File: src/rtl/synth_pkg.sv
// Shared types and default sizes for the synth control slice.
package synth_pkg;

    // Default sizing used by synth_ctrl when no override is given.
    localparam int unsigned DEF_NUM_KEYS       = 13;
    localparam int unsigned DEF_NUM_OCTAVES    = 4;
    localparam int unsigned DEF_NUM_MODES      = 4;
    localparam int unsigned DEF_LOCKOUT_CYCLES = 1000;

    // Waveform selection presented to the oscillator.
    typedef enum logic [1:0] {
        SQUARE   = 2'd0,
        SAW      = 2'd1,
        TRIANGLE = 2'd2,
        SINE     = 2'd3
    } mode_t;

    // Key arbitration state.
    typedef enum logic {
        IDLE    = 1'b0,
        PLAYING = 1'b1
    } ctrl_state_t;

endpackage

File: src/rtl/lockout_timer.sv
// Per-button lockout: accepts a pulse only while idle, then ignores the
// button for LOCKOUT_CYCLES cycles.
module lockout_timer #(
    parameter int unsigned LOCKOUT_CYCLES = 1000
) (
    input  logic clk,
    input  logic rst,
    input  logic pulse_in,
    output logic accept_out
);

    localparam int unsigned CW = $clog2(LOCKOUT_CYCLES + 1);

    logic [CW-1:0] count;

    // A pulse is taken on the same cycle the counter is (or has just become) zero.
    assign accept_out = pulse_in && (count == '0);

    // Load on an accepted pulse, otherwise count down to idle.
    always_ff @(posedge clk or posedge rst) begin
        if (rst) begin
            count <= '0;
        end else if (accept_out) begin
            count <= CW'(LOCKOUT_CYCLES);
        end else if (count != '0) begin
            count <= count - 1'b1;
        end
    end

endmodule

File: src/rtl/synth_ctrl.sv
// Control sequencer: octave/mode stepping with button lockout, last-pressed
// key arbitration, and a registered configuration plus change strobe.
module synth_ctrl
    import synth_pkg::*;
#(
    parameter int unsigned NUM_KEYS       = DEF_NUM_KEYS,
    parameter int unsigned NUM_OCTAVES    = DEF_NUM_OCTAVES,
    parameter int unsigned NUM_MODES      = DEF_NUM_MODES,
    parameter int unsigned LOCKOUT_CYCLES = DEF_LOCKOUT_CYCLES
) (
    input  logic                           clk,
    input  logic                           rst,
    input  logic                           octave_pulse,
    input  logic                           mode_pulse,
    input  logic [NUM_KEYS-1:0]            keys,
    output logic [$clog2(NUM_OCTAVES)-1:0] octave,
    output logic [$clog2(NUM_MODES)-1:0]   mode,
    output logic [$clog2(NUM_KEYS)-1:0]    note,
    output logic                           note_valid,
    output logic                           cfg_update
);

    localparam int unsigned OW = $clog2(NUM_OCTAVES);
    localparam int unsigned MW = $clog2(NUM_MODES);
    localparam int unsigned NW = $clog2(NUM_KEYS);

    ctrl_state_t         state;
    ctrl_state_t         state_nx;
    logic [NUM_KEYS-1:0] keys_q;
    logic [NUM_KEYS-1:0] new_press;
    logic [NW-1:0]       note_nx;
    logic                valid_nx;
    logic [OW-1:0]       octave_nx;
    logic [MW-1:0]       mode_nx;
    logic                changed;
    logic                octave_accept;
    logic                mode_accept;

    // Lowest set bit index of a key vector (0 when empty).
    function automatic logic [NW-1:0] lowest(input logic [NUM_KEYS-1:0] v);
        logic [NW-1:0] r;
        r = '0;
        for (int unsigned i = NUM_KEYS; i > 0; i--) begin
            if (v[NW'(i - 1)]) r = NW'(i - 1);
        end
        return r;
    endfunction

    lockout_timer #(.LOCKOUT_CYCLES(LOCKOUT_CYCLES)) u_octave_lock (
        .clk        (clk),
        .rst        (rst),
        .pulse_in   (octave_pulse),
        .accept_out (octave_accept)
    );

    lockout_timer #(.LOCKOUT_CYCLES(LOCKOUT_CYCLES)) u_mode_lock (
        .clk        (clk),
        .rst        (rst),
        .pulse_in   (mode_pulse),
        .accept_out (mode_accept)
    );

    assign new_press = keys & ~keys_q;

    // Next configuration: button stepping with wrap, key arbitration, change detect.
    always_comb begin
        octave_nx = octave;
        mode_nx   = mode;
        state_nx  = state;
        note_nx   = note;

        if (octave_accept) begin
            octave_nx = (octave == OW'(NUM_OCTAVES - 1)) ? '0 : octave + 1'b1;
        end
        if (mode_accept) begin
            mode_nx = (mode == MW'(NUM_MODES - 1)) ? '0 : mode + 1'b1;
        end

        unique case (state)
            IDLE: begin
                if (keys != '0) begin
                    state_nx = PLAYING;
                    // A key held through reset has no press edge; take it from the level.
                    note_nx  = (new_press != '0) ? lowest(new_press) : lowest(keys);
                end
            end
            PLAYING: begin
                if (keys == '0) begin
                    state_nx = IDLE;
                end else if (new_press != '0) begin
                    note_nx = lowest(new_press);
                end else if (!keys[note]) begin
                    note_nx = lowest(keys);
                end
            end
            default: state_nx = IDLE;
        endcase

        valid_nx = (state_nx == PLAYING);
        changed  = (octave_nx != octave) || (mode_nx != mode) ||
                   (note_nx != note) || (valid_nx != note_valid);
    end

    // Register state, configuration outputs and the change strobe.
    always_ff @(posedge clk or posedge rst) begin
        if (rst) begin
            state      <= IDLE;
            keys_q     <= '0;
            octave     <= '0;
            mode       <= MW'(SQUARE);
            note       <= '0;
            note_valid <= 1'b0;
            cfg_update <= 1'b0;
        end else begin
            state      <= state_nx;
            keys_q     <= keys;
            octave     <= octave_nx;
            mode       <= mode_nx;
            note       <= note_nx;
            note_valid <= valid_nx;
            cfg_update <= changed;
        end
    end

endmodule
File: config.mk
export PLATFORM = sky130hd
export DESIGN_NAME = synth_ctrl
export DESIGN_NICKNAME = d
export VERILOG_FILES = /design/src/rtl/synth_pkg.sv /design/src/rtl/lockout_timer.sv /design/src/rtl/synth_ctrl.sv
export SDC_FILE = /design/constraint.sdc
export NUM_CORES = 1
export LEC_CHECK = 0
export ABC_AREA = 1
export CAP_MARGIN = 30
export CORE_MARGIN = 5
export CORE_UTILIZATION = 32
export CTS_CLUSTER_SIZE = 8
export DETAILED_ROUTE_END_ITERATION = 10
export SKIP_CTS_REPAIR_TIMING = 1
export SLEW_MARGIN = 20
export SYNTH_ARGS = -nofsm -noshare
export SYNTH_HDL_FRONTEND = slang
export SYNTH_HIERARCHICAL = 1
export SYNTH_SLANG_ARGS = --single-unit
File: constraint.sdc
create_clock -name clk -period 2.7 [get_ports clk]
set_input_delay 0.27 -clock clk [delete_from_list [all_inputs] [get_ports clk]]
set_output_delay 0.27 -clock clk [all_outputs]
set_load 0.005 [all_outputs]
==> flow_metrics.py, run 1 <==
metrics = {
    "status": {
        "status": "complete, no violations",
    },
    "finish": {
        "finalNonFillerCells": 564,
        "nNetsFinal": 480,
        "fillCellCount": 948,
        "multi_input_area_um2": 1464,
        "final_cell_mix": "140 x nand2_1, 69 x inv_1, 43 x dfrtp_1",
        "final_core_util_pct": 38.32,
        "diodes": 0,
        "final_common_cell": "nand2_1",
        "syn2layout_area_growth_pct": 16.49,
        "drive_gt1_share_pct": 11.18,
        "seqCellArea_um2": 1076,
        "stdcell_area_um2": 3358,
    },
    "floorplan": {
        "std_cell_rows": 34,
        "core_um2": 8763,
        "initial_core_util_pct": 32.90,
        "die_w_um": 104.9,
        "die_area_um2": 11010,
        "fp.dieH_um": 104.9,
        "io_pins": 27,
    },
    "synthesis": {
        "synthCells": 422,
        "seq_area_frac_synth_pct": 37.33,
        "yosysWarnings": 6,
        "syn_area_um2": 2883,
        "yosysUniqueCellTypes": 29,
        "ys_ff_latch": 43,
        "syn_nets": 447,
        "syn_area_per_cell_um2": 6.831,
    },
    "routing": {
        "wl_per_cell_um": 11.24,
        "vias_per_cell": 4.496,
        "drc": 0,
        "first_pass_iters": 4,
        "vias": 2536,
        "drt_iter0_markers": 70,
        "ant_nets": 0,
        "wl_um": 6337,
    },
    "critical_path": {
        "crit_arrival_ns": 2.37,
        "worstRegToRegCells": 16,
        "worst_setup_path_end_kind": "flip-flop",
        "r2r-start": "u_octave_lock/count[0]",
        "cp_max_fo": 6,
        "cp-start-kind": "flip-flop",
        "cp_data_required_time_ns": 2.88,
        "regToRegSetupSlack_ns": 0.52,
        "slowest_delay_ns": 0.36,
        "critPathKind": "flip-flop to flip-flop",
        "path_cells": "inv_1 > ha_1 > nand2_1 > nor2_4 > nand3_2 > inv_1 > inv_1 > nand2_1 > nand2_1 > xor2_1 > nor3_1 > nand2_1 > clkinv_1 > nand3_1 > nor2_1 > nand3_1",
        "crit_top_cell": "nand2_1",
        "slowest_stage": "dfrtp_1",
        "r2r_end": "cfg_update",
    },
    "power": {
        "p_int_mw": 0.9368,
        "power.total_mw": 1.324,
        "power.density_nw_per_um2": 394.2,
        "switching_power_mw": 0.3870,
        "ir_worst_vdd_uv": 157.6,
        "power_frac_comb_pct": 17.1,
        "seqPwrFrac_pct": 51.6,
        "p_leak_nw": 1.833,
        "power.share.clock_pct": 31.3,
        "switching_share_pct": 29.24,
    },
    "worst_hold_path": {
        "hold_path.class": "input port to async pin",
    },
    "timing": {
        "tightestPinTransition_ns": 0.4794,
        "clock_skew_ns": 0.005534,
        "final.period_utilization_pct": 80.86,
        "fin_ws_ns": 0.5169,
        "period_needed_ns": 2.183,
        "rsz0062_at_grt": "false",
        "setup_violations": 0,
        "slew_headroom_pct": 68.04,
        "hold_viol_final": 0,
        "whs_ns": 0.3134,
        "max_freq_mhz": 458.1,
        "slew_viol_final": 0,
        "finalSetupTns_ns": 0,
    },
    "placed_design": {
        "place_ws_ns": 0.2186,
        "dpl_cell_area_um2": 3277,
        "dp_hpwl_um": 4981,
        "gp_routability_congestion": 0.8133,
        "io_buffers": 26,
        "dpl.cell_count": 556,
    },
    "clock_network": {
        "worstSkewPairLatency_ns": 0.30,
        "cts_htree_levels": 2,
        "clk_pin_slew_worst_paths_ns": 0.09,
        "cts_buffer_depth": 2,
        "root_buffer": "clkbuf_8",
        "cts_inserted_buffers": 5,
        "clock_sinks": 43,
        "cts_tree": "done",
    },
    "grt": {
        "grt_max_degree": 24,
        "grt.total_usage_pct": 12.02,
        "grt_pass1_wl_um": 11240,
        "antenna_found_initial": 0,
        "grt.overflow.total": 0,
        "grt_pass1_vias": 2557,
    },
    "job": {
        "cap_violations": 0,
    },
}
[worst max-delay path by stage]
stage | cells after the start | end | startpoint | slack [ns]
final | 16 | cfg_update | u_octave_lock/count[0] | 0.52
after global routing | 16 | cfg_update | u_octave_lock/count[0] | 0.23
after CTS | 14 | cfg_update | u_mode_lock/count[0] | 0.51
after detailed placement | 13 | cfg_update | keys[11] | 0.22
after global placement | 13 | cfg_update | keys[11] | 0.29
after floorplan | 16 | cfg_update | u_octave_lock/count[0] | 0.76
[critical path, delay by kind of cell (launching register included)]
| family | cells | cell delay [ns] |
|---|---|---|
| xor+xnor | 1 | 0.14 |
| flops | 1 | 0.36 |
| fa+ha+maj | 1 | 0.22 |
| simple gates | 10 | 0.95 |
| buf+inv | 4 | 0.37 |
[sequential cells by signal, indices dropped and copies added (netlist names)]
signal	count
octave	2
cfg_update	1
u_octave_lock/count	10
note	4
u_mode_lock/count	10
keys_q	13
state	1
mode	2
[synth_stat cells]
master | count | area share [%]
dfrtp_1 | 43 | 37
o21ai_0 | 8 | 1.4
nor2_4 | 5 | 2.0
nand2b_1 | 2 | 0.43
buf_6 | 1 | 0.39
nand3_1 | 42 | 7.3
clkinv_1 | 2 | 0.26
a21oi_1 | 9 | 1.6
nand2_2 | 5 | 1.1
o21ai_1 | 6 | 1.0
a21boi_0 | 1 | 0.26
inv_2 | 13 | 1.7
nand3b_1 | 4 | 1.0
buf_2 | 1 | 0.17
inv_1 | 69 | 9.0
nor2_2 | 5 | 1.1
nor2_1 | 28 | 3.6
xor2_1 | 2 | 0.61
nand2_4 | 4 | 1.6
nand2_1 | 140 | 18
ha_1 | 8 | 3.5
nor3_2 | 1 | 0.35
nand3_2 | 8 | 2.8
nor3_1 | 3 | 0.52
a22oi_1 | 1 | 0.26
nand4_1 | 8 | 1.7
or2_2 | 1 | 0.22
inv_8 | 1 | 0.39
o211ai_1 | 1 | 0.26
[power by group through the flow]
stage	registers, mW	clock network, mW	logic, mW
2_1_floorplan	0.686	0	0.151
3_3_place_gp	0.696	0	0.227
3_5_place_dp	0.697	0	0.229
4_1_cts	0.684	0.425	0.230
5_1_grt	0.686	0.448	0.258
6_report	0.683	0.414	0.227
[metal layers]
| layer | track usage, % | wire length [um] | share of wire (%) | vias to the layer above |
|---|---|---|---|---|
| met2 | 20.14 | 2996 | 47 | 29 |
| li1 | - | - | - | 1362 |
| met1 | 15.43 | 2994 | 47 | 1136 |
| met5 | 0 | 0 | 0 | - |
| met3 | 2.898 | 248 | 3.9 | 9 |
| met4 | 3.379 | 97 | 1.5 | 0 |
[cell type report]
type,count,area share (%)
clock buffer,7,2.273
clock inverter,1,0.1490
inverter,85,9.724
multi-input combinational,292,43.59
sequential,43,32.04
tap,108,4.024
timing repair buffer,28,8.197
[cells by family (layout without fill, tap and decap cells)]
kind of cell | after synthesis | after routing | share of synthesized area, %
simple gates | 256 | 256 | 41.93
xor+xnor | 2 | 2 | 0.6077
compound gates | 26 | 26 | 4.775
flops | 43 | 43 | 37.33
fa+ha+maj | 8 | 8 | 3.472
buf+inv | 87 | 121 | 11.89
(Power assumes the default switching activity.)
==> run 2, diff against run 1 <==
Clock period 2.7 ns to 2 ns, I/O delays scaled along.
==> run 2 against run 1 <==
Die area unchanged. Worst hold slack worse by 0.23 ns. Largest cell class unchanged. Register-to-register slack lost 0.30 ns.
==> flow_metrics.py, run 2 (synthesis results as in run 1) <==
metrics = {
    "timing": {
        "setup_violations": 0,
        "max_freq_mhz": 549.5,
        "tightestPinTransition_ns": 0.4250,
        "final.period_utilization_pct": 91.00,
        "period_needed_ns": 1.820,
        "clock_skew_ns": 0.01571,
        "slew_headroom_pct": 71.64,
        "slew_viol_final": 0,
        "hold_viol_final": 0,
        "fin_ws_ns": 0.1800,
    },
    "finish": {
        "top_register": "keys_q",
        "syn2layout_area_growth_pct": 33.98,
        "nNetsFinal": 529,
        "diodes": 0,
        "final_cell_mix": "137 x nand2_1, 62 x inv_1, 51 x buf_4",
        "drive_gt1_share_pct": 24.16,
        "final_common_cell": "nand2_1",
        "final_core_util_pct": 44.07,
        "finalNonFillerCells": 613,
        "reg_top3": "keys_q x13, u_mode_lock/count x10, u_octave_lock/count x10",
        "largest_reg_flops": 13,
    },
    "grt": {
        "grt.overflow.total": 0,
        "grt_pass1_wl_um": 11740,
        "grt_pass1_vias": 2691,
        "grt_max_degree": 24,
        "grt.total_usage_pct": 12.52,
        "antenna_found_initial": 0,
    },
    "critical_path": {
        "cp-start-kind": "input port",
        "slowest_stage": "clkdlybuf4s50_1",
        "worst_setup_path_end_kind": "flip-flop",
        "cp_data_required_time_ns": 2.17,
        "cp_max_fo": 3,
        "critPathKind": "input port to flip-flop",
        "slowest_delay_ns": 0.43,
        "path_cells": "clkdlybuf4s50_1 > buf_4 > nand2_1 > nand2_1 > nor3_2 > nand2_1 > a21oi_1 > nand3_2 > nand3_1 > nand3_1 > nor2_1 > nand3_1",
        "crit_arrival_ns": 1.99,
    },
    "clock_network": {
        "cts_buffer_depth": 2,
        "cts_tree": "done",
        "worstSkewPairLatency_ns": 0.30,
        "root_buffer": "clkbuf_8",
        "clk_pin_slew_worst_paths_ns": 0.10,
        "cts_inserted_buffers": 5,
        "cts_htree_levels": 2,
        "clock_sinks": 43,
    },
    "worst_hold_path": {
        "hold_path.class": "input port to flip-flop",
    },
    "routing": {
        "drt_iter0_markers": 72,
        "drc": 0,
        "wl_um": 6760,
        "first_pass_iters": 4,
        "vias": 2752,
        "ant_nets": 0,
        "wl_per_cell_um": 11.03,
        "vias_per_cell": 4.489,
    },
    "placed_design": {
        "io_buffers": 26,
        "dpl.cell_count": 599,
        "dp_hpwl_um": 5270,
        "place_ws_ns": -0.2574,
        "gp_routability_congestion": 0.8394,
    },
    "status": {
        "status": "complete, no violations",
    },
    "floorplan": {
        "std_cell_rows": 34,
        "die_w_um": 104.9,
        "die_area_um2": 11010,
        "core_um2": 8763,
        "initial_core_util_pct": 32.90,
        "io_pins": 27,
        "fp.dieH_um": 104.9,
    },
    "power": {
        "ir_worst_vdd_uv": 276.1,
        "power.density_nw_per_um2": 514.8,
        "p_leak_nw": 2.123,
    },
    "job": {
        "cap_violations": 0,
    },
}
[run 2: power by group]
group          internal [mW]  switching [mW]  total [mW]
sequential             0.894          0.0273       0.922
clock                  0.405           0.309       0.713
combinational          0.163           0.190       0.353
[run 2: path summary, 6_finish.rpt]
path | startpoint | endpoint | slack [ns] | cells after the start
max in group asynchronous | rst | note[0] | 1.41 | 3
min in group asynchronous | rst | u_octave_lock/count[9] | 0.24 | 2
min reg2reg | octave[0] | octave[0] | 0.57 | 2
min | keys[6] | keys_q[6] | 0.09 | 1
max reg2reg | u_octave_lock/count[1] | cfg_update | 0.22 | 16
max | keys[10] | cfg_update | 0.18 | 12
[run 2: layout make-up]
cell class	instances	area, um2
inverter	85	326.6
clock buffer	6	82.58
sequential	43	1077
fill	927	4901
multi-input combinational	292	1553
timing repair buffer	77	653.1
tap	108	135.1
clock inverter	2	35.03
[run 2: layer usage]
layer | GRT usage [%] | part of all wire, %
met5 | 0 | 0
met4 | 3.470 | 1.3
met3 | 2.898 | 4.5
met2 | 20.73 | 47
met1 | 16.38 | 47
[run 2: critical path, delay by kind of cell]
family                 cells  cell delay [ns]
AND/OR/NAND/NOR            9             0.95
buffers and inverters      2             0.58
AO/OA/AOI/OAI              1             0.26
[run 2: metrics by stage]
| step | total power [mW] | hold WS (ns) | instance area (um2) | TNS [ns] |
|---|---|---|---|---|
| after detailed placement | 1.293 | 0.5593 | 3600 | -0.2574 |
| after floorplan | 1.130 | 0.04018 | 2883 | 0 |
| after global placement | 1.292 | 0.5526 | 3600 | -0.2373 |
| final | 1.989 | 0.08733 | 3862 | 0 |
| after global routing | 2.106 | 0.09924 | 3862 | -0.008124 |
| after CTS | 2.027 | 0.2523 | 3717 | -0.03502 |
==> run 3, diff against run 2 <==
Settings changed: CORE_UTILIZATION 32 to 39.
==> run 3 against run 2 <==
Register-to-register slack worse by 0.18 ns. Worst hold slack better by 0.18 ns. Critical path depth is 4 higher. Clock skew is 0.011 ns lower. Sequential power is 1% lower. Total power is 8.6% lower. Non-clock buffer count is 6 higher. Wire length is 2.2% lower. Critical path type is now flip-flop to flip-flop. Critical endpoint unchanged. Largest cell class unchanged. Largest power group unchanged.
==> flow_metrics.py, run 3 (synthesis results as in run 1) <==
metrics = {
    "status": {
        "status": "complete, no violations",
    },
    "routing": {
        "wl_per_cell_um": 10.84,
        "drc": 0,
        "vias": 2781,
        "wl_um": 6614,
        "vias_per_cell": 4.559,
        "ant_nets": 0,
        "drt_iter0_markers": 75,
        "first_pass_iters": 5,
    },
    "critical_path": {
        "slowest_delay_ns": 0.40,
        "cp-startpoint": "u_octave_lock/count[1]",
        "slowest_stage": "dfrtp_1",
        "cp_data_required_time_ns": 2.17,
        "path_cells": "inv_2 > ha_4 > nand2_4 > nor2_4 > nand3_2 > inv_2 > inv_2 > nand2_2 > nand2_2 > xor2_2 > nor3_2 > nand2_1 > inv_2 > nand3_2 > nor2_2 > nand3_2",
        "r2r-start": "u_octave_lock/count[1]",
        "crit_top_cell": "inv_2",
        "worst_setup_path_end_kind": "flip-flop",
        "crit_arrival_ns": 2.13,
        "cp_max_fo": 3,
        "crit_family": "simple AND/OR/NAND/NOR gates",
        "cp_num_buf_inv": 4,
        "critPathKind": "flip-flop to flip-flop",
        "cp-start-kind": "flip-flop",
    },
    "grt": {
        "grtUsageMet1_pct": 18.57,
        "use_met2_pct": 28.20,
        "grt.total_usage_pct": 15.51,
        "grt_pass1_wl_um": 11450,
        "top_usage_layer": "met2",
        "grt_max_degree": 24,
        "grt_util_met3_pct": 3.049,
        "grt.overflow.total": 0,
        "antenna_found_initial": 0,
        "grt_pass1_vias": 2679,
    },
    "finish": {
        "syn2layout_area_growth_pct": 32.73,
        "nNetsFinal": 535,
        "reg_top3": "keys_q x13, u_mode_lock/count x10, u_octave_lock/count x10",
        "largest_reg_flops": 13,
        "diodes": 0,
        "finalNonFillerCells": 610,
        "top_register": "keys_q",
        "final_core_util_pct": 53.04,
        "drive_gt1_share_pct": 24.27,
        "fillCellCount": 754,
        "final_cell_mix": "137 x nand2_1, 64 x inv_1, 57 x buf_4",
        "final_common_cell": "nand2_1",
    },
    "worst_hold_path": {
        "hold_path.class": "input port to async pin",
    },
    "power": {
        "switching_share_pct": 28.16,
        "p_int_mw": 1.306,
        "ir_worst_vdd_uv": 368.4,
        "p_leak_nw": 2.116,
        "seqPwrFrac_pct": 50.1,
        "power.density_nw_per_um2": 475.1,
        "switching_power_mw": 0.5119,
        "power.share.clock_pct": 29.7,
        "power_frac_comb_pct": 20.2,
    },
    "timing": {
        "slew_viol_final": 0,
        "period_needed_ns": 1.958,
        "setup_violations": 0,
        "whs_ns": 0.2651,
        "clock_skew_ns": 0.004288,
        "final.period_utilization_pct": 97.92,
        "max_freq_mhz": 510.6,
        "rsz0062_at_grt": "true",
        "slew_headroom_pct": 71.54,
        "hold_viol_final": 0,
        "tightestPinTransition_ns": 0.4265,
    },
    "clock_network": {
        "cts_inserted_buffers": 5,
        "cts_tree": "done",
        "cts_buffer_depth": 2,
        "clk_pin_slew_worst_paths_ns": 0.08,
        "worstSkewPairLatency_ns": 0.29,
        "root_buffer": "clkbuf_8",
        "clock_sinks": 43,
        "cts_htree_levels": 2,
    },
    "floorplan": {
        "io_pins": 27,
        "fp.dieH_um": 95.98,
        "core_um2": 7214,
        "initial_core_util_pct": 39.96,
        "die_area_um2": 9211,
        "std_cell_rows": 31,
        "die_w_um": 95.98,
    },
    "job": {
        "cap_violations": 0,
    },
    "placed_design": {
        "io_buffers": 26,
        "dp_hpwl_um": 5216,
        "gp_routability_congestion": 0.8284,
        "dpl.cell_count": 593,
    },
}
run 3: changes by cell type in the layout (fill, tap and decap cells not counted), moves of 3 or more:
cell	before	now
nand3_2	8	11
dlymetal6s2s_1	4	0
buf_4	51	57
clkdlybuf4s50_1	22	26
nor2_4	10	6
nor2_1	24	27
run 3: final timing paths:
path / slack, ns / cells past startpoint / to
setup / recovery: 0.04 / 16 / cfg_update
hold / removal: 0.27 / 2 / u_mode_lock/count[1]
setup reg to reg: 0.04 / 16 / cfg_update
hold reg to reg: 0.58 / 2 / octave[0]
max in group asynchronous: 1.43 / 2 / u_octave_lock/count[7]
min in group clk: 0.43 / 1 / keys_q[10]
run 3: power groups by stage:
stage               Clock [mW]  Combinational, mW  Sequential, mW
floorplan                    0              0.204           0.926
finish                   0.541              0.367           0.910
global placement             0              0.360           0.928
CTS                      0.569              0.364           0.911
global route             0.608              0.414           0.914
detailed placement           0              0.363           0.929
run 3: cell type report:
type	count	area, um2	area share, %
Clock inverter	1	5.005	0.1308
Tap cell	99	123.9	3.237
Timing Repair Buffer	83	688.2	17.99
Sequential cell	43	1076	28.12
Multi-Input combinational cell	292	1530	39.99
Clock buffer	7	76.32	1.995
Inverter	85	326.6	8.535
run 3: per-stage QoR:
step | setup TNS (ns) | power (mW) | setup WS (ns) | area (um2)
final | 0 | 1.818 | 0.04153 | 3826
after global routing | -0.1224 | 1.936 | -0.1224 | 3826
after CTS | -0.06963 | 1.844 | -0.06963 | 3692
after detailed placement | -0.2573 | 1.292 | -0.2573 | 3611
after global placement | -0.1855 | 1.288 | -0.1855 | 3611
after floorplan | 0 | 1.130 | 0.06092 | 2883
run 3: metal layers:
| metal | share of wire [%] | wire length, um | vias to the layer above |
|---|---|---|---|
| met3 | 3.0 | 200 | 4 |
| met2 | 51 | 3404 | 34 |
| met1 | 45 | 2950 | 1271 |
| met4 | 0.88 | 58 | 0 |
| li1 | - | - | 1472 |
| met5 | 0 | 0 | - |
